File: src/rtl/llki_discrete_master.sv
// LLKI discrete master: accepts load/clear key commands and serializes the key MS word first to a discrete slave.
// Latency: a 2-word load with the slave always ready and complete delayed one cycle responds 5 cycles after accept.
// Backpressure: cmd_ready is high only in IDLE; key words are held stable until llkid_key_ready, and a stall of TIMEOUT cycles aborts.
module llki_discrete_master #(
  parameter int KEY_WORDS = 2,
  parameter int WORD_W    = 64,
  parameter int TIMEOUT   = 1023
) (
  input  logic                        clk,
  input  logic                        rst,
  input  logic                        cmd_valid,
  output logic                        cmd_ready,
  input  logic [1:0]                  cmd_op,
  input  logic [KEY_WORDS*WORD_W-1:0] key_in,
  output logic                        rsp_valid,
  output logic [1:0]                  rsp_status,
  output logic                        busy,
  output logic [WORD_W-1:0]           llkid_key_data,
  output logic                        llkid_key_valid,
  input  logic                        llkid_key_ready,
  input  logic                        llkid_key_complete,
  output logic                        llkid_clear_key,
  input  logic                        llkid_clear_key_ack
);

  localparam int IDX_W = (KEY_WORDS > 1) ? $clog2(KEY_WORDS) : 1;
  localparam int CNT_W = $clog2(TIMEOUT + 1);

  localparam logic [1:0] OP_LOAD  = 2'b01;
  localparam logic [1:0] OP_CLEAR = 2'b10;

  localparam logic [1:0] ST_OK      = 2'b00;
  localparam logic [1:0] ST_TIMEOUT = 2'b01;
  localparam logic [1:0] ST_ILLEGAL = 2'b10;

  typedef enum logic [2:0] {
    S_IDLE,
    S_LOAD,
    S_WAIT_CMPL,
    S_CLEAR,
    S_RESP
  } state_t;

  state_t                                 state_q, state_d;
  logic [IDX_W-1:0]                       idx_q, idx_d;
  logic [CNT_W-1:0]                       cnt_q, cnt_d;
  logic [KEY_WORDS-1:0][WORD_W-1:0]       shadow_q, shadow_d;
  logic [1:0]                             status_q, status_d;
  logic                                   timeout_hit;
  logic [IDX_W-1:0]                       word_sel;

  // The abort fires on the cycle the counter would step onto TIMEOUT, so a
  // silent slave sees exactly TIMEOUT cycles of request before it drops.
  assign timeout_hit = (cnt_q == CNT_W'(TIMEOUT - 1));

  // Word 0 is the most-significant slice of the shadow register.
  assign word_sel = IDX_W'(KEY_WORDS - 1) - idx_q;

  // State and datapath registers; reset aborts any operation silently.
  always_ff @(posedge clk) begin
    if (rst) begin
      state_q  <= S_IDLE;
      idx_q    <= '0;
      cnt_q    <= '0;
      shadow_q <= '0;
      status_q <= ST_OK;
    end else begin
      state_q  <= state_d;
      idx_q    <= idx_d;
      cnt_q    <= cnt_d;
      shadow_q <= shadow_d;
      status_q <= status_d;
    end
  end

  // Next-state logic: handshakes and acknowledgements win over a same-cycle timeout.
  always_comb begin
    state_d  = state_q;
    idx_d    = idx_q;
    cnt_d    = cnt_q;
    shadow_d = shadow_q;
    status_d = status_q;
    case (state_q)
      S_IDLE: begin
        if (cmd_valid) begin
          cnt_d = '0;
          idx_d = '0;
          if (cmd_op == OP_LOAD) begin
            shadow_d = key_in;
            state_d  = S_LOAD;
          end else if (cmd_op == OP_CLEAR) begin
            shadow_d = key_in;
            state_d  = S_CLEAR;
          end else begin
            status_d = ST_ILLEGAL;
            state_d  = S_RESP;
          end
        end
      end
      S_LOAD: begin
        if (llkid_key_ready) begin
          cnt_d = '0;
          if (idx_q == IDX_W'(KEY_WORDS - 1)) begin
            idx_d   = '0;
            state_d = S_WAIT_CMPL;
          end else begin
            idx_d = idx_q + IDX_W'(1);
          end
        end else if (timeout_hit) begin
          idx_d    = '0;
          status_d = ST_TIMEOUT;
          state_d  = S_RESP;
        end else begin
          cnt_d = cnt_q + CNT_W'(1);
        end
      end
      S_WAIT_CMPL: begin
        if (llkid_key_complete) begin
          status_d = ST_OK;
          state_d  = S_RESP;
        end else if (timeout_hit) begin
          status_d = ST_TIMEOUT;
          state_d  = S_RESP;
        end else begin
          cnt_d = cnt_q + CNT_W'(1);
        end
      end
      S_CLEAR: begin
        if (llkid_clear_key_ack) begin
          status_d = ST_OK;
          state_d  = S_RESP;
        end else if (timeout_hit) begin
          status_d = ST_TIMEOUT;
          state_d  = S_RESP;
        end else begin
          cnt_d = cnt_q + CNT_W'(1);
        end
      end
      S_RESP: begin
        shadow_d = '0;
        cnt_d    = '0;
        state_d  = S_IDLE;
      end
      default: begin
        state_d = S_IDLE;
      end
    endcase
  end

  // Moore outputs; cmd_ready is also held low while reset is applied.
  always_comb begin
    cmd_ready       = (state_q == S_IDLE) && !rst;
    busy            = (state_q != S_IDLE);
    rsp_valid       = (state_q == S_RESP);
    rsp_status      = (state_q == S_RESP) ? status_q : 2'b00;
    llkid_key_valid = (state_q == S_LOAD);
    llkid_key_data  = (state_q == S_LOAD) ? shadow_q[word_sel] : '0;
    llkid_clear_key = (state_q == S_CLEAR);
  end

endmodule

File: config.mk
export PLATFORM = sky130hd
export DESIGN_NAME = llki_discrete_master
export DESIGN_NICKNAME = d
export VERILOG_FILES = /design/src/rtl/llki_discrete_master.sv
export SDC_FILE = /design/constraint.sdc
export NUM_CORES = 1
export LEC_CHECK = 0
export BUFFER_PORTS_ARGS = -buffer_cell sky130_fd_sc_hd__buf_2
export CAP_MARGIN = 20
export CORE_MARGIN = 4
export CORE_UTILIZATION = 40
export CTS_BUF_LIST = sky130_fd_sc_hd__clkbuf_4
export DETAILED_ROUTE_END_ITERATION = 10
export GPL_TIMING_DRIVEN = 1
export PLACE_DENSITY = 0.64
export SYNTH_ARGS = -nofsm -noshare
export SYNTH_HDL_FRONTEND = slang
export SYNTH_SLANG_ARGS = --single-unit
File: constraint.sdc
create_clock -name clk -period 2.5 [get_ports clk]
set_clock_uncertainty 0.15 [all_clocks]
set_input_delay 0.25 -clock clk [delete_from_list [all_inputs] [get_ports clk]]
set_output_delay 0.25 -clock clk [all_outputs]
set_load 0.03 [all_outputs]
==> flow_summary.html <==
<table>
<tr><th>Metric</th><th>Value</th></tr>
<tr><th colspan="2">Clock network</th></tr>
<tr><td>Number of clock sinks</td><td>144</td></tr>
<tr><td>Total CTS buffers</td><td>17</td></tr>
<tr><td>CTS tree</td><td>built</td></tr>
<tr><td>Clock latency at the later pin of the worst-skew pair</td><td>roughly 0.53 ns</td></tr>
<tr><td>Setup bufs post-CTS</td><td>0</td></tr>
<tr><td>Maximum root-to-sink buffer count</td><td>2</td></tr>
<tr><td>Clock Pin Slew Worst Setup and Hold Paths</td><td>0.13 ns</td></tr>
<tr><td>Clock root buffer</td><td>sky130_fd_sc_hd__clkbuf_4</td></tr>
<tr><td>Number of H-tree levels</td><td>4</td></tr>
<tr><th colspan="2">Floorplan</th></tr>
<tr><td>I/O pins</td><td>207</td></tr>
<tr><td>Die X</td><td>approximately 130 um</td></tr>
<tr><td>Total die area</td><td>0.0179 sq mm</td></tr>
<tr><td>Effective utilization at floorplan</td><td>41.2%</td></tr>
<tr><td>Core box area</td><td>0.0154 sq mm</td></tr>
<tr><td>Die boundary height</td><td>roughly 130 um</td></tr>
<tr><td>Row count</td><td>45</td></tr>
<tr><th colspan="2">Setup path</th></tr>
<tr><td>Cells along the critical path</td><td>dlygate4sd3_1, buf_2, ha_1, nor2b_1, and2_4, buf_16, a22oi_1, nor2_1, dlygate4sd3_1</td></tr>
<tr><td>Type of origin of the critical path</td><td>input port</td></tr>
<tr><td>Stage delay of the slowest cell on the critical path</td><td>slightly below 0.6 ns</td></tr>
<tr><td>Register-to-Register Path Depth</td><td>7</td></tr>
<tr><td>Most prevalent standard cell on the critical path</td><td>sky130_fd_sc_hd__dlygate4sd3_1</td></tr>
<tr><td>R2R Path End</td><td>shadow_q[107]$_SDFFE_PP0P_</td></tr>
<tr><td>CP Buf/Inv Count</td><td>4</td></tr>
<tr><td>CP max stage cell</td><td>sky130_fd_sc_hd__dlygate4sd3_1</td></tr>
<tr><td>Cell family with the largest share of critical-path delay</td><td>buffers and inverters</td></tr>
<tr><td>Arrival time worst endpoint</td><td>2.77 ns</td></tr>
<tr><td>WP data required</td><td>between 2 and 3 ns</td></tr>
<tr><td>Internal reg-to-reg setup slack</td><td>0.12 ns</td></tr>
<tr><td>Start of the worst register-to-register path</td><td>state_q[1]$_SDFFE_PP0P_</td></tr>
<tr><td>Peak fanout along the critical path</td><td>40</td></tr>
<tr><td>Category of the critical setup timing path</td><td>input port to register</td></tr>
<tr><td>Critical path endpoint category</td><td>register</td></tr>
<tr><th colspan="2">Timing</th></tr>
<tr><td>Max Freq</td><td>411 MHz</td></tr>
<tr><td>Fin Hold WS</td><td>about 0.08 ns</td></tr>
<tr><td>RSZ-0062 raised after global routing</td><td>no</td></tr>
<tr><td>Final hold violation count</td><td>0</td></tr>
<tr><td>Final Setup Violations</td><td>0</td></tr>
<tr><td>Crit path time final</td><td>2.43 ns</td></tr>
<tr><td>Total negative setup slack</td><td>0 ns</td></tr>
<tr><td>Max-Slew Margin vs Limit</td><td>52.5%</td></tr>
<tr><td>Worst slew pin tran</td><td>between 0.7 and 0.8 ns</td></tr>
<tr><td>Number of slew-limit violations in the final report</td><td>0</td></tr>
<tr><td>Final cycle utilization of the critical path</td><td>97.4%</td></tr>
<tr><th colspan="2">Synthesis</th></tr>
<tr><td>Synthesized net count</td><td>846</td></tr>
<tr><td>Number of enable flip-flop cells after synthesis</td><td>0</td></tr>
<tr><td>Area of the mapped netlist</td><td>0.00633 sq mm</td></tr>
<tr><td>Synth Warn #</td><td>0</td></tr>
<tr><td>Number of standard cells after synthesis</td><td>705</td></tr>
<tr><td>Asr flop ratio synth</td><td>0%</td></tr>
<tr><td>Synthesized flop and latch total</td><td>144</td></tr>
<tr><td>Commonest register cell after synthesis</td><td>sky130_fd_sc_hd__dfxtp_1</td></tr>
<tr><td>Number of different library cells in the post-synthesis netlist</td><td>45</td></tr>
<tr><td>Average cell area after synthesis</td><td>approximately 9.0 sq um</td></tr>
<tr><td>Post-synthesis sequential area ratio</td><td>45.5%</td></tr>
<tr><th colspan="2">Power</th></tr>
<tr><td>Static power due to leakage</td><td>3.99 nW</td></tr>
<tr><td>Part of the total power dissipated in combinational logic</td><td>approximately 25%</td></tr>
<tr><td>Clk pwr share</td><td>28.7%</td></tr>
<tr><td>Internal cell power</td><td>3.80 mW</td></tr>
<tr><td>Sequential cell fraction of total power</td><td>46.0%</td></tr>
<tr><td>Switching part of the total</td><td>31.3%</td></tr>
<tr><td>Max IR drop VDD</td><td>385 uV</td></tr>
<tr><td>Net Switching</td><td>1.73 mW</td></tr>
<tr><td>Pwr/cell area</td><td>slightly below 600 mW/mm^2</td></tr>
<tr><th colspan="2">Routing</th></tr>
<tr><td>Routed length per instance</td><td>around 16 um</td></tr>
<tr><td>Detail-routed via count per cell</td><td>around 5.2</td></tr>
<tr><td>Remaining number of nets flagged by the antenna check after routing</td><td>0</td></tr>
<tr><td>Drt drc</td><td>0</td></tr>
<tr><td>Final routed wirelength across all metal layers</td><td>20.1 mm</td></tr>
<tr><td>Number of DRC markers after the initial detailed-route iteration</td><td>390</td></tr>
<tr><td>Vias</td><td>6572</td></tr>
<tr><td>First drt pass iteration count</td><td>5</td></tr>
<tr><th colspan="2">Global routing</th></tr>
<tr><td>Number of global-route vias before repair</td><td>6629</td></tr>
<tr><td>Global-route wire length before repair</td><td>around 32 mm</td></tr>
<tr><td>Final global-route overflow total</td><td>0</td></tr>
<tr><td>Antenna violations before repair</td><td>0</td></tr>
<tr><td>Largest net degree at the start of global routing</td><td>87</td></tr>
<tr><td>Total global-route track usage</td><td>21.5%</td></tr>
<tr><th colspan="2">Finish</th></tr>
<tr><td>Layout Cells excl Fill</td><td>1273</td></tr>
<tr><td>Area of the multi-input gates</td><td>0.00304 sq mm</td></tr>
<tr><td>Post-Layout Inst Area</td><td>0.00953 sq mm</td></tr>
<tr><td>Share of the core filled with cells</td><td>between 60 and 70%</td></tr>
<tr><td>Area taken by flip-flops and latches</td><td>0.00289 sq mm</td></tr>
<tr><td>Fin nets</td><td>between 1000 and 1500</td></tr>
<tr><td>Total of fill cells in the finished design</td><td>1257</td></tr>
<tr><td>Post-synthesis to final-layout area growth</td><td>50.5%</td></tr>
<tr><td>Layout cells sized above 1</td><td>25.4%</td></tr>
<tr><th colspan="2">Min path</th></tr>
<tr><td>Count of cells along the worst hold path</td><td>5</td></tr>
<tr><td>Hold EP</td><td>state_q[1]$_SDFFE_PP0P_</td></tr>
<tr><td>Type of the worst min-delay path</td><td>input port to register</td></tr>
<tr><td>Launch instance of the worst min-delay path</td><td>llkid_key_complete</td></tr>
<tr><th colspan="2">Placement</th></tr>
<tr><td>HPWL reported at the end of detailed placement</td><td>11.1 mm</td></tr>
<tr><td>Gpl congestion</td><td>0.789</td></tr>
<tr><td>Placed Instances</td><td>1066</td></tr>
<tr><td>PortBufs</td><td>206</td></tr>
<tr><td>Placed Area</td><td>0.00744 sq mm</td></tr>
<tr><th colspan="2">Status</th></tr>
<tr><td>Result of the run</td><td>completed</td></tr>
<tr><th colspan="2">Flow run</th></tr>
<tr><td>Max_cap viols</td><td>0</td></tr>
</table>
==> synthesized netlist by cell type (2+ instances only) <==
library cell               number  area [sq um]
sky130_fd_sc_hd__nand2_1        7          26.3
sky130_fd_sc_hd__and3_1         3          18.8
sky130_fd_sc_hd__o31ai_1        7          52.6
sky130_fd_sc_hd__o211ai_1       2          15.0
sky130_fd_sc_hd__o221a_2        2          22.5
sky130_fd_sc_hd__nor2_1       200           751
sky130_fd_sc_hd__ha_1           5          62.6
sky130_fd_sc_hd__o21a_1         2          15.0
sky130_fd_sc_hd__nand3_1        3          15.0
sky130_fd_sc_hd__buf_6         12           135
sky130_fd_sc_hd__and2_1         3          18.8
sky130_fd_sc_hd__nor3_1         5          25.0
sky130_fd_sc_hd__a21oi_1       12          60.1
sky130_fd_sc_hd__dfxtp_1      144          2880
sky130_fd_sc_hd__or3_1          2          12.5
sky130_fd_sc_hd__o31a_1         2          17.5
sky130_fd_sc_hd__clkbuf_1      27           101
sky130_fd_sc_hd__nand3b_1       3          22.5
sky130_fd_sc_hd__nand4_1        3          18.8
sky130_fd_sc_hd__o21ai_0        3          15.0
sky130_fd_sc_hd__nor2b_1        2          12.5
sky130_fd_sc_hd__buf_2         19          95.1
sky130_fd_sc_hd__buf_4          8          60.1
sky130_fd_sc_hd__buf_1          2          7.51
sky130_fd_sc_hd__o21ai_1        2          10.0
sky130_fd_sc_hd__inv_1          8          30.0
sky130_fd_sc_hd__mux2i_1       64           641
sky130_fd_sc_hd__or4_1          8          60.1
sky130_fd_sc_hd__a22oi_1      129           968
==> tightest hold or removal path, stage by stage <==
cell	delay [ns]
sky130_fd_sc_hd__buf_2	0.11
sky130_fd_sc_hd__mux2i_4	0.07
sky130_fd_sc_hd__nand3b_1	0.09
sky130_fd_sc_hd__o211ai_1	0.08
sky130_fd_sc_hd__nor2b_1	0.13
==> layer usage <==
layer  part of all wire (%)  vias to the layer above  wire length [um]  global-route usage (%)
met5                      0                        -                 0                       0
li1                       -                     3197                 -                       -
met3                    5.9                       26              1180                    6.34
met1                     43                     3136              8610                    26.4
met2                     50                      213              9950                    36.7
met4                    1.6                        0               319                    6.17
==> cell usage in the layout, fill, tap and decap left out, types with 5 or more instances in the layout <==
| cell | instances |
|---|---|
| sky130_fd_sc_hd__inv_1 | 8 |
| sky130_fd_sc_hd__a21oi_1 | 12 |
| sky130_fd_sc_hd__buf_12 | 7 |
| sky130_fd_sc_hd__ha_1 | 5 |
| sky130_fd_sc_hd__nor2_1 | 199 |
| sky130_fd_sc_hd__o31ai_1 | 7 |
| sky130_fd_sc_hd__clkbuf_4 | 19 |
| sky130_fd_sc_hd__buf_2 | 205 |
| sky130_fd_sc_hd__a22oi_1 | 129 |
| sky130_fd_sc_hd__mux2i_1 | 64 |
| sky130_fd_sc_hd__dlygate4sd3_1 | 171 |
| sky130_fd_sc_hd__buf_4 | 5 |
| sky130_fd_sc_hd__nand2_1 | 6 |
| sky130_fd_sc_hd__nor3_1 | 5 |
| sky130_fd_sc_hd__dfxtp_1 | 141 |
| sky130_fd_sc_hd__or4_1 | 8 |
==> area by class of cell <==
| cell class | instances | share of cell area [%] |
|---|---|---|
| antenna | 2 | 0.0525 |
| clock buffer | 19 | 1.50 |
| clock inverter | 13 | 1.69 |
| inverter | 9 | 0.354 |
| multi-input combinational | 484 | 31.9 |
| sequential | 144 | 30.3 |
| tap | 211 | 2.77 |
| timing repair buffer | 391 | 31.4 |
==> worst max-delay path by stage <==
stage                                 start                          to  slack (ns)  cells past startpoint
floorplan           state_q[0]$_SDFFE_PP0P_          llkid_key_data[34]        0.46                      6
global route                      cmd_op[1]   shadow_q[50]$_SDFFE_PP0P_       0.004                      9
global placement    state_q[0]$_SDFFE_PP0P_       cnt_q[6]$_SDFFE_PP0P_        0.34                      4
CTS                 state_q[1]$_SDFFE_PP0P_  shadow_q[123]$_SDFFE_PP0P_        0.02                      7
detailed placement  state_q[0]$_SDFFE_PP0P_       cnt_q[7]$_SDFFE_PP0P_        0.25                      4
finish                            cmd_op[1]  shadow_q[107]$_SDFFE_PP0P_        0.07                      9
==> registers in the layout (all words and copies together), names as in the netlist <==
signal    flops
cnt_q        10
state_q       3
shadow_q    128
status_q      2
idx_q         1
==> stage by stage <==
stage	total power [mW]	setup slack, ns
floorplan	3.42	0.462
global placement	3.69	0.343
detailed placement	3.70	0.255
finish	5.53	0.0661
global route	5.82	0.00361
CTS	5.51	0.0213
==> what timing repair did <==
| action | 4_1_cts | 5_1_grt |
|---|---|---|
| endpoints found under the hold margin | 131 | 0 |
| gates resized for setup | 1 | 4 |
| endpoints found under the setup margin | 3 | 52 |
| cloned | 0 | 2 |
| hold buffers | 171 | 0 |
==> power by group through the flow <==
| stage | Sequential (mW) | Combinational, mW | Clock [mW] |
|---|---|---|---|
| floorplan | 2.56 | 0.864 | 0 |
| global placement | 2.59 | 1.11 | 0 |
| detailed placement | 2.59 | 1.11 | 0 |
| CTS | 2.54 | 1.33 | 1.64 |
| global route | 2.56 | 1.52 | 1.74 |
| finish | 2.55 | 1.40 | 1.59 |
==> kinds of logic (layout without fill, tap and decap cells) <==
logic type / Yosys count / count (layout) / share of synthesized area [%]
AO/OA/AOI/OAI: 167 / 167 / 19.5
adder cells (fa/ha/maj): 5 / 5 / 0.988
buffers and inverters: 77 / 432 / 6.84
flip-flops: 144 / 144 / 45.5
multiplexers: 65 / 65 / 10.5
other: 0 / 2 / 0
AND/OR/NAND/NOR: 247 / 247 / 16.7
(Power assumes the default switching activity.)
